File: src/rtl/dmem_if_pkg.sv
// Shared encodings for the data-memory access controller: access sizes,
// controller FSM states and the RAM depth.
package dmem_if_pkg;

   localparam logic [1:0] SZ_BYTE = 2'b00;
   localparam logic [1:0] SZ_HALF = 2'b01;
   localparam logic [1:0] SZ_WORD = 2'b10;

   localparam int RAM_DEPTH = 128;

   typedef enum logic [2:0] {
      ST_IDLE,
      ST_RD,
      ST_RD_WAIT,
      ST_WR,
      ST_RMW_RD,
      ST_RMW_MRG,
      ST_RMW_WR,
      ST_ERR
   } state_t;

   // Encoding 2'b11 is handled as a word access.
   function automatic logic is_word(input logic [1:0] size);
      return size[1];
   endfunction

endpackage

File: src/rtl/dmem_access_ctrl_if.sv
// Request/response bus between the MIPS MEM stage (master) and the
// data-memory access controller (slave).
interface dmem_access_ctrl_if;

   // Handshake: a request is taken in the cycle where req_valid && req_ready;
   // req_* are don't-care in every other cycle. rsp_valid is a one-cycle pulse
   // that carries rsp_rdata/rsp_err and is not back-pressured.
   logic        req_valid;
   logic        req_ready;
   logic        req_we;
   logic [1:0]  req_size;
   logic        req_unsigned;
   logic [31:0] req_addr;
   logic [31:0] req_wdata;
   logic        rsp_valid;
   logic [31:0] rsp_rdata;
   logic        rsp_err;

   modport master (
      output req_valid, req_we, req_size, req_unsigned, req_addr, req_wdata,
      input  req_ready, rsp_valid, rsp_rdata, rsp_err
   );

   modport slave (
      input  req_valid, req_we, req_size, req_unsigned, req_addr, req_wdata,
      output req_ready, rsp_valid, rsp_rdata, rsp_err
   );

endinterface

File: src/rtl/dmem_lane_align.sv
// Combinational byte/half lane logic: extracts and extends load data and
// merges store data into a read word. Used by both the load and RMW paths.
module dmem_lane_align
   import dmem_if_pkg::*;
#(
   parameter bit BIG_ENDIAN = 1'b1
) (
   input  logic [1:0]  i_size,
   input  logic        i_unsigned,
   input  logic [1:0]  i_lo,
   input  logic [31:0] i_rdata,
   input  logic [31:0] i_wdata,
   output logic [31:0] o_load,
   output logic [31:0] o_merge
);

   logic [4:0]  w_bsh;
   logic [4:0]  w_hsh;
   logic [31:0] w_bshifted;
   logic [31:0] w_hshifted;
   logic [7:0]  w_byte;
   logic [15:0] w_half;

   // Big-endian puts offset 0 in the most significant lane.
   assign w_bsh = BIG_ENDIAN ? {~i_lo, 3'b000} : {i_lo, 3'b000};
   assign w_hsh = BIG_ENDIAN ? {~i_lo[1], 4'b0000} : {i_lo[1], 4'b0000};

   assign w_bshifted = i_rdata >> w_bsh;
   assign w_hshifted = i_rdata >> w_hsh;
   assign w_byte     = w_bshifted[7:0];
   assign w_half     = w_hshifted[15:0];

   always_comb begin
      o_load  = i_rdata;
      o_merge = i_wdata;
      case (i_size)
         SZ_BYTE: begin
            o_load  = {{24{~i_unsigned & w_byte[7]}}, w_byte};
            o_merge = (i_rdata & ~(32'h0000_00FF << w_bsh)) |
                      ({24'h0, i_wdata[7:0]} << w_bsh);
         end
         SZ_HALF: begin
            o_load  = {{16{~i_unsigned & w_half[15]}}, w_half};
            o_merge = (i_rdata & ~(32'h0000_FFFF << w_hsh)) |
                      ({16'h0, i_wdata[15:0]} << w_hsh);
         end
         default: begin
            o_load  = i_rdata;
            o_merge = i_wdata;
         end
      endcase
   end

endmodule

File: src/rtl/dmem_access_ctrl.sv
// Requester side of the 128x32 single-port data RAM: loads, word stores and
// read-modify-write sub-word stores. Optional macro: ALIGN_CHECK_EN.
module dmem_access_ctrl
   import dmem_if_pkg::*;
#(
   parameter int ADDR_W     = 7,
   parameter bit BIG_ENDIAN = 1'b1
) (
   input  logic              clka,
   input  logic              rsta_n,
   dmem_access_ctrl_if.slave bus,
   output logic              ram_wea,
   output logic [ADDR_W-1:0] ram_addra,
   output logic [31:0]       ram_dina,
   input  logic [31:0]       ram_douta,
   output state_t            dbg_state
);

   state_t              r_state;
   state_t              w_next;
   logic                r_we;
   logic [1:0]          r_size;
   logic                r_unsigned;
   logic [1:0]          r_lo;
   logic [ADDR_W-1:0]   r_idx;
   logic [31:0]         r_dina;
   logic                r_rsp_valid;
   logic [31:0]         r_rsp_rdata;
   logic                r_rsp_err;

   logic                w_accept;
   logic                w_misalign;
   logic                w_wr;
   logic                w_rsp_valid;
   logic [31:0]         w_rsp_rdata;
   logic                w_rsp_err;
   logic [31:0]         w_load;
   logic [31:0]         w_merge;
   logic                w_unused;

   assign w_unused = ^{bus.req_addr[31:ADDR_W+2], r_we};

`ifdef ALIGN_CHECK_EN
   always_comb begin
      w_misalign = 1'b0;
      case (bus.req_size)
         SZ_BYTE: w_misalign = 1'b0;
         SZ_HALF: w_misalign = bus.req_addr[0];
         default: w_misalign = (bus.req_addr[1:0] != 2'b00);
      endcase
   end
`else
   assign w_misalign = 1'b0;
`endif

   assign w_accept = bus.req_valid && (r_state == ST_IDLE);

   dmem_lane_align #(.BIG_ENDIAN(BIG_ENDIAN)) u_lane (
      .i_size     (r_size),
      .i_unsigned (r_unsigned),
      .i_lo       (r_lo),
      .i_rdata    (ram_douta),
      .i_wdata    (r_dina),
      .o_load     (w_load),
      .o_merge    (w_merge)
   );

   always_comb begin
      w_next      = r_state;
      w_wr        = 1'b0;
      w_rsp_valid = 1'b0;
      w_rsp_rdata = 32'h0;
      w_rsp_err   = 1'b0;
      case (r_state)
         ST_IDLE: begin
            if (w_accept) begin
               if (w_misalign)                   w_next = ST_ERR;
               else if (!bus.req_we)             w_next = ST_RD;
               else if (is_word(bus.req_size))   w_next = ST_WR;
               else                              w_next = ST_RMW_RD;
            end
         end
         ST_RD:      w_next = ST_RD_WAIT;
         ST_RD_WAIT: begin
            w_next      = ST_IDLE;
            w_rsp_valid = 1'b1;
            w_rsp_rdata = w_load;
         end
         ST_WR: begin
            w_next      = ST_IDLE;
            w_wr        = 1'b1;
            w_rsp_valid = 1'b1;
         end
         ST_RMW_RD:  w_next = ST_RMW_MRG;
         ST_RMW_MRG: w_next = ST_RMW_WR;
         ST_RMW_WR: begin
            w_next      = ST_IDLE;
            w_wr        = 1'b1;
            w_rsp_valid = 1'b1;
         end
         ST_ERR: begin
            w_next      = ST_IDLE;
            w_rsp_valid = 1'b1;
            w_rsp_err   = 1'b1;
         end
         default: w_next = ST_IDLE;
      endcase
   end

   always_ff @(posedge clka) begin
      if (!rsta_n) begin
         r_state     <= ST_IDLE;
         r_we        <= 1'b0;
         r_size      <= SZ_WORD;
         r_unsigned  <= 1'b0;
         r_lo        <= 2'b00;
         r_idx       <= '0;
         r_dina      <= 32'h0;
         r_rsp_valid <= 1'b0;
         r_rsp_rdata <= 32'h0;
         r_rsp_err   <= 1'b0;
      end else begin
         r_state     <= w_next;
         r_rsp_valid <= w_rsp_valid;
         r_rsp_rdata <= w_rsp_rdata;
         r_rsp_err   <= w_rsp_err;
         // Misaligned requests never touch the RAM, so addra keeps its value.
         if (w_accept && !w_misalign) begin
            r_we       <= bus.req_we;
            r_size     <= bus.req_size;
            r_unsigned <= bus.req_unsigned;
            r_lo       <= bus.req_addr[1:0];
            r_idx      <= bus.req_addr[ADDR_W+1:2];
            r_dina     <= bus.req_wdata;
         end else if (r_state == ST_RMW_MRG) begin
            r_dina     <= w_merge;
         end
      end
   end

   // Reset gates the write strobe combinationally so an aborted RMW never lands.
   assign ram_wea   = rsta_n && w_wr;
   assign ram_addra = rsta_n ? r_idx : '0;
   assign ram_dina  = rsta_n ? r_dina : 32'h0;

   assign bus.req_ready = rsta_n && (r_state == ST_IDLE);
   assign bus.rsp_valid = r_rsp_valid;
   assign bus.rsp_rdata = r_rsp_rdata;
   assign bus.rsp_err   = r_rsp_err;
   assign dbg_state     = r_state;

endmodule

File: src/flat_wrapper.sv
// flat-port wrapper written by rule: the top's interface ports become plain ports
module dmem_access_ctrl_flat import dmem_if_pkg::*;
#(
   parameter int ADDR_W     = 7,
   parameter bit BIG_ENDIAN = 1'b1
)
  (clka, rsta_n, ram_wea, ram_addra, ram_dina, ram_douta, dbg_state, bus_req_valid, bus_req_we, bus_req_size, bus_req_unsigned, bus_req_addr, bus_req_wdata, bus_req_ready, bus_rsp_valid, bus_rsp_rdata, bus_rsp_err);
  dmem_access_ctrl_if bus_i ();
  input  logic clka;
  input  logic rsta_n;
  output logic ram_wea;
  output logic [ADDR_W-1:0] ram_addra;
  output logic [31:0] ram_dina;
  input  logic [31:0] ram_douta;
  output state_t dbg_state;
  input wire logic [$bits(bus_i.req_valid)-1:0] bus_req_valid;
  input wire logic [$bits(bus_i.req_we)-1:0] bus_req_we;
  input wire logic [$bits(bus_i.req_size)-1:0] bus_req_size;
  input wire logic [$bits(bus_i.req_unsigned)-1:0] bus_req_unsigned;
  input wire logic [$bits(bus_i.req_addr)-1:0] bus_req_addr;
  input wire logic [$bits(bus_i.req_wdata)-1:0] bus_req_wdata;
  output wire logic [$bits(bus_i.req_ready)-1:0] bus_req_ready;
  output wire logic [$bits(bus_i.rsp_valid)-1:0] bus_rsp_valid;
  output wire logic [$bits(bus_i.rsp_rdata)-1:0] bus_rsp_rdata;
  output wire logic [$bits(bus_i.rsp_err)-1:0] bus_rsp_err;
  assign bus_i.req_valid = bus_req_valid;
  assign bus_i.req_we = bus_req_we;
  assign bus_i.req_size = bus_req_size;
  assign bus_i.req_unsigned = bus_req_unsigned;
  assign bus_i.req_addr = bus_req_addr;
  assign bus_i.req_wdata = bus_req_wdata;
  assign bus_req_ready = bus_i.req_ready;
  assign bus_rsp_valid = bus_i.rsp_valid;
  assign bus_rsp_rdata = bus_i.rsp_rdata;
  assign bus_rsp_err = bus_i.rsp_err;
  dmem_access_ctrl #(.ADDR_W(ADDR_W), .BIG_ENDIAN(BIG_ENDIAN)) u_core (.clka(clka), .rsta_n(rsta_n), .bus(bus_i), .ram_wea(ram_wea), .ram_addra(ram_addra), .ram_dina(ram_dina), .ram_douta(ram_douta), .dbg_state(dbg_state));
endmodule
File: config.mk
export PLATFORM = sky130hd
export DESIGN_NAME = dmem_access_ctrl_flat
export DESIGN_NICKNAME = d
export VERILOG_FILES = /design/src/rtl/dmem_if_pkg.sv /design/src/rtl/dmem_access_ctrl_if.sv /design/src/rtl/dmem_lane_align.sv /design/src/rtl/dmem_access_ctrl.sv /design/src/flat_wrapper.sv
export SDC_FILE = /design/constraint.sdc
export NUM_CORES = 1
export LEC_CHECK = 0
export BUFFER_PORTS_ARGS = -buffer_cell sky130_fd_sc_hd__buf_4
export CAP_MARGIN = 10
export CORE_ASPECT_RATIO = 1.5
export CORE_MARGIN = 5
export CORE_UTILIZATION = 47
export DETAILED_ROUTE_END_ITERATION = 8
export GPL_TIMING_DRIVEN = 0
export PLACE_DENSITY = 0.8
export SYNTH_ARGS = -nofsm -noshare
export SYNTH_HDL_FRONTEND = slang
export SYNTH_SLANG_ARGS = --single-unit
File: constraint.sdc
create_clock -name clka -period 2.3 [get_ports clka]
set_input_delay 0.115 -clock clka [delete_from_list [all_inputs] [get_ports clka]]
set_output_delay 0.115 -clock clka [all_outputs]
set_load 0.005 [all_outputs]
==> impl_metrics.csv, run 1 <==
group,metric,value,unit
run_status,outcome,"finished, violations left",
run_status,violations,"negative hold slack",
critical_path,crit_fanout,10,
placement,port_buffers,157,
critical_path,setup.worst_path.class,"reg -> reg",
route,wl_per_cell,18.6,um
synthesis,syn-num-nets,571,
clock_tree,post_cts_buffers,0,
route,drc,0,
worst_hold_path,holdPathStages,2,
layout,antenna_cells,0,
critical_path,reg2regPathDepth,7,
sta,max_freq,523,MHz
critical_path,regToRegSetupSlack,0.39,ns
floorplanning,die_h,122,um
route,drt.antenna.violating_nets,0,
synthesis,synth-edff-count,0,
synthesis,yosysMostFrequentCell,"nand2_1",
layout,nets,742,
route,drt-total-wl,13.9,mm
sta,slew_headroom,49.2,%
layout,areaGrowthSynthToFinish,43.5,%
sta,final_hold_viol_count,1,
placement,dpl.hpwl,10.8,mm
layout,drive_gt1_share,33.2,%
critical_path,cp-start-kind,"flip-flop",
critical_path,r2r-start,"u_core.r_size[1]",
power,pwr-share-comb,17.6,%
placement,place_area,0.00522,sq mm
clock_tree,cts.sinks,81,
run,drv_cap,0,
route,initialDrtViolationCount,441,
global_route,grt_pass1_vias,4120,
floorplanning,die-area,0.0103,sq mm
global_route,grt_max_degree,14,
power,power_density,710,mW/mm^2
clock_tree,clock_path_buffers,2,
layout,post-route-cell-area,0.00561,sq mm
power,net-switching-power,0.000987,W
global_route,grt_pass1_wl,21.4,mm
floorplanning,initial_utilization,48.5,%
global_route,grtUsageTotal,26.5,%
floorplanning,io_pins,181,
power,p_int,0.00300,W
power,vdd_ir_drop_max,0.438,mV
critical_path,endpoint_kind,"flip-flop",
clock_tree,cts_hold_buffers,2,
global_route,grt_overflow,0,
synthesis,synth_area,0.00391,sq mm
sta,fin_crit_sh,83.2,%
sta,slew_violations,0,
sta,fin_skew,0.00456,ns
sta,worstMarginPinSlew,0.756,ns
power,switching_share,24.8,%
clock_tree,numCtsBuffers,9,
sta,finalSetupViolCount,0,
critical_path,cp.required,2.50,ns
synthesis,synth_top_area_share,41.5,%
worst_hold_path,hp-class,"in -> reg",
synthesis,synth_top_area_cell,"dfxtp_1",
critical_path,worstSetupStartpoint,"u_core.r_size[1]",
power,leakage,2.52,nW
synthesis,ys_dominant_reg_cell,"dfxtp_1",
floorplanning,core-area,0.00806,sq mm
floorplanning,die_x,84.4,um
synthesis,yosys_warnings,0,
power,power_frac_seq,38.9,%
route,drtPass1Iterations,7,
power,p_clk_share,43.4,%
worst_hold_path,hp-start,"bus_req_wdata[4]",
clock_tree,tritoncts,"yes",
route,via_count,4270,
sta,rsz0062_at_grt,"no",
placement,gp_congestion,0.949,
clock_tree,root_buffer,"clkbuf_16",
clock_tree,clk_pin_slew,0.06,ns
synthesis,synthCells,468,
synthesis,synth_seq_cells,81,
synthesis,async_flop_share,0,%
synthesis,synth_cell_types,42,
synthesis,yosysSeqAreaShare,41.5,%
floorplanning,rows,40,
route,viasPerCell,5.70,
clock_tree,ctsHtreeMaxLevel,3,
critical_path,cp.arrival,2.12,ns
clock_tree,cts.repair.resized,0,
sta,period_minus_slack,1.91,ns
synthesis,synth.area.top_cells,"dfxtp_1 (42%), nand2_1 (8.6%), and2_1 (6.6%)",
clock_tree,clkLatencyLatePin,0.34,ns
sta,fin_setup_tns,0,ns
synthesis,syn_avg_cell_area,8.35,sq um
sta,finalHoldWorstSlack,-0.000897,ns
synthesis,synth_common_cells,"nand2_1 (89), dfxtp_1 (81), a21oi_1 (45)",
global_route,antenna_found_initial,0,
[power groups by stage]
stage | clock [W] | combinational (W) | sequential (W)
final | 0.00173 | 0.000703 | 0.00155
after global routing | 0.00178 | 0.000763 | 0.00156
after CTS | 0.00172 | 0.000695 | 0.00155
after detailed placement | 0 | 0.000689 | 0.00158
after global placement | 0 | 0.000676 | 0.00158
after floorplan | 0 | 0.000377 | 0.00155
[how the worst max path moves through the flow]
stage | end | depth (start not counted)
detailed placement | flip-flop | 7
floorplan | u_core.bus.rsp_rdata[20] | 6
CTS | flip-flop | 7
finish | flip-flop | 7
global route | flip-flop | 7
global placement | u_core.r_dina[22] | 6
[cells by family after synthesis]
kind of cell           count (synthesis)  synth area share (%)
flip-flops                            81                  41.5
AO/OA/AOI/OAI                        121                  21.0
AND/OR/NAND/NOR                      205                  26.5
buffers and inverters                 43                  5.57
XOR/XNOR                               1                 0.224
multiplexers                          17                  5.16
[routing by layer]
metal	part of all wire, %	wire [um]	GRT usage (%)	up-vias
li1	-	-	-	1996
met1	38	5270	30.2	2004
met2	51	7080	47.6	228
met3	7.4	1030	3.79	42
met4	3.9	545	13.8	0
met5	0	0	0	-
[final cells by class]
class	instances	area, sq um
Buffer	38	199
Clock buffer	11	233
Clock inverter	5	128
Fill cell	671	2450
Inverter	5	18.8
Multi-Input combinational cell	344	2070
Sequential cell	81	1620
Tap cell	105	131
Timing Repair Buffer	160	1210
[critical path, cell delays in order (launching register included)]
cell and delay (ns):
dfxtp_1 0.29, buf_2 0.17, nor4bb_1 0.30, buf_4 0.22
nand2_1 0.17, buf_2 0.24, a221oi_1 0.29, nor3_1 0.09
[layout by cell type (no fill, tap or decap), types with 10 or more instances in the layout]
master,instances
dfxtp_1,81
nor2_1,26
a21oi_1,45
a22oi_1,23
and3_1,10
and2_1,41
mux2_2,15
buf_2,12
nand2_1,89
buf_4,164
clkbuf_1,19
[through the flow]
stage / std cells / utilization (%) / total power, W / setup slack, ns
2_1_floorplan: 468 / - / 0.00193 / 0.668
3_3_place_gp: 730 / 64.7 / 0.00225 / 0.453
3_5_place_dp: 730 / 64.7 / 0.00227 / 0.423
4_1_cts: 748 / 69.5 / 0.00397 / 0.396
5_1_grt: 749 / 69.6 / 0.00410 / 0.205
6_report: 749 / 69.6 / 0.00398 / 0.386
(Power assumes the default switching activity.)
==> run 2: changes to the inputs <==
Settings changed: CORE_UTILIZATION 47 to 42, PLACE_DENSITY 0.8 to 0.76.
Clock period 2.3 ns to 1.5 ns, I/O delays scaled along.
==> run 2 against run 1 <==
The flow finishes with violations (negative setup slack). Global-route usage up 0.89 points. Die area rose by 11%. Sequential power up 55%. Worst hold slack better by 0.0079 ns. Setup slack got worse by 0.53 ns. Sequential share of layout area decreased by 5.1 points. Routed wire length is 17% higher. Clock power rose by 44%. Count of clock-buffer cells in the layout unchanged. Total power is 62% higher. Final area is 22% higher. Combinational power increased by 120%. Highest routed layer unchanged.
==> impl_metrics.csv, run 2 (synthesis results as in run 1) <==
group,metric,value,unit
run_status,outcome,"finished, violations left",
run_status,violations,"negative setup slack",
layout,areaGrowthSynthToFinish,75.5,%
sta,max_freq,607,MHz
sta,period_minus_slack,1.65,ns
sta,fin_setup_tns,-5.54,ns
critical_path,cp-start-kind,"flip-flop",
layout,multiInputGateArea,0.00248,sq mm
sta,slew_violations,0,
sta,setup_slack,-0.148,ns
critical_path,worstSetupStartpoint,"u_core.dbg_state[0]",
route,drt.antenna.violating_nets,0,
placement,gp_congestion,0.915,
floorplanning,io_pins,181,
critical_path,regToRegSetupSlack,-0.15,ns
floorplanning,die_x,88.7,um
placement,port_buffers,157,
clock_tree,numCtsBuffers,9,
worst_hold_path,hp-class,"in -> reg",
layout,nets,805,
floorplanning,die_h,128,um
route,wl_per_cell,19.9,um
global_route,grtUsageTotal,27.4,%
sta,slew_headroom,51.7,%
placement,dpl.hpwl,11.4,mm
clock_tree,cts.sinks,81,
sta,worstMarginPinSlew,0.725,ns
clock_tree,root_buffer,"clkbuf_16",
critical_path,setup.worst_path.class,"reg -> reg",
critical_path,cp.arrival,1.90,ns
floorplanning,initial_utilization,42.5,%
layout,drive_gt1_share,48.7,%
sta,finalSetupViolCount,62,
global_route,grt_max_degree,14,
sta,finalHoldWorstSlack,0.00701,ns
placement,placed_cells,737,
layout,layout_commonest_cell,"buf_4",
sta,fin_crit_sh,110,%
layout,nFillCells,663,
sta,fin_skew,0.00459,ns
global_route,grt_overflow,0,
layout,antenna_cells,0,
floorplanning,core-area,0.00920,sq mm
route,drc,0,
critical_path,r2r-start,"u_core.dbg_state[0]",
critical_path,crit_fanout,9,
layout,register_area,0.00163,sq mm
route,initialDrtViolationCount,392,
clock_tree,tritoncts,"yes",
global_route,grt_pass1_wl,23.8,mm
power,vdd_ir_drop_max,0.869,mV
route,drt-total-wl,16.3,mm
layout,fin_cells,819,
floorplanning,die-area,0.0114,sq mm
global_route,antenna_found_initial,0,
power,power_density,944,mW/mm^2
global_route,grt_pass1_vias,4619,
critical_path,reg2regPathDepth,8,
floorplanning,rows,43,
route,via_count,4623,
critical_path,endpoint_kind,"flip-flop",
clock_tree,clkLatencyLatePin,0.33,ns
run,drv_cap,0,
route,drtPass1Iterations,7,
layout,layout_common_cells,"buf_4 (183), dfxtp_1 (75), nand2_1 (62), and2_1 (41), a21oi_1 (32)",
critical_path,reg2reg_to,"u_core.r_dina[25]",
clock_tree,clock_path_buffers,2,
clock_tree,ctsHtreeMaxLevel,3,
route,viasPerCell,5.64,
sta,final_hold_viol_count,0,
sta,rsz0062_at_grt,"yes",
critical_path,cp.required,1.76,ns
clock_tree,clk_pin_slew,0.06,ns
critical_path,crit_end,"u_core.r_dina[25]",
power,leakage,3.01,nW
-- run 2: cell types whose count changed in the layout (fill, tap and decap cells not counted), moves of 13 or more --
cell and change:
dlygate4sd3_1 +27, nand2_1 -27, nand2_2 +24, buf_4 +19, a22oi_1 -15, a22oi_2 +15
buf_6 +15, a21oi_1 -13
-- run 2: worst min-delay path by stage --
stage | from | endpoint | slack, ns | cells after the start
after CTS | ram_douta[22] | u_core.bus.rsp_rdata[22] | 0.0008 | 3
final | bus_req_addr[6] | u_core.r_idx[4] | 0.007 | 3
after detailed placement | bus_req_wdata[0] | flip-flop | 0.30 | 2
after global placement | bus_req_wdata[0] | flip-flop | 0.30 | 2
after floorplan | ram_douta[30] | u_core.bus.rsp_rdata[30] | 0.17 | 2
after global routing | bus_req_addr[6] | u_core.r_idx[4] | 0.004 | 3
-- run 2: area by class of cell --
cell class,count,share of cell area [%]
tap,112,2.04
multi-input combinational,344,36.1
timing repair buffer,230,28.5
buffer,31,4.34
clock buffer,11,3.40
sequential,81,23.8
inverter,5,0.274
clock inverter,5,1.52
-- run 2: power breakdown --
part	switching [W]	total [W]	internal [W]
logic	0.000722	0.00158	0.000854
clock network	0.000861	0.00249	0.00163
registers	0.000126	0.00241	0.00228
total	0.00171	0.00647	0.00476
-- run 2: per-stage QoR --
| stage | power (W) | setup slack, ns | instance area [sq um] | util [%] |
|---|---|---|---|---|
| floorplan | 0.00298 | -0.0652 | 3950 | - |
| global placement | 0.00347 | -0.369 | 5270 | 57.3 |
| detailed placement | 0.00349 | -0.370 | 5270 | 57.3 |
| CTS | 0.00633 | -0.147 | 6600 | 71.7 |
| global route | 0.00669 | -0.191 | 6850 | 74.5 |
| finish | 0.00647 | -0.148 | 6850 | 74.5 |
-- run 2: timing repair --
action / in CTS / in global routing
setup buffers: 31 / 5
hold buffers: 30 / 0
endpoints found under the hold margin: 30 / 0
gates cloned: 5 / 2
gates resized for setup: 103 / 65
pin swaps: 25 / 16
endpoints found under the setup margin: 76 / 82
-- run 2: worst max-delay path, cell delays in order (launching register included) --
cell and delay, ns:
dfxtp_2 0.33, buf_6 0.12, buf_6 0.11, nor4b_4 0.29, buf_6 0.17, buf_12 0.15
clkbuf_16 0.15, a22oi_2 0.08, a21oi_1 0.15
-- run 2: metal layers --
| metal | wire [um] | global-route usage, % |
|---|---|---|
| met2 | 8620 | 49.6 |
| met1 | 5680 | 30.4 |
| met4 | 790 | 13.2 |
| met5 | 0 | 0 |
| met3 | 1200 | 3.79 |
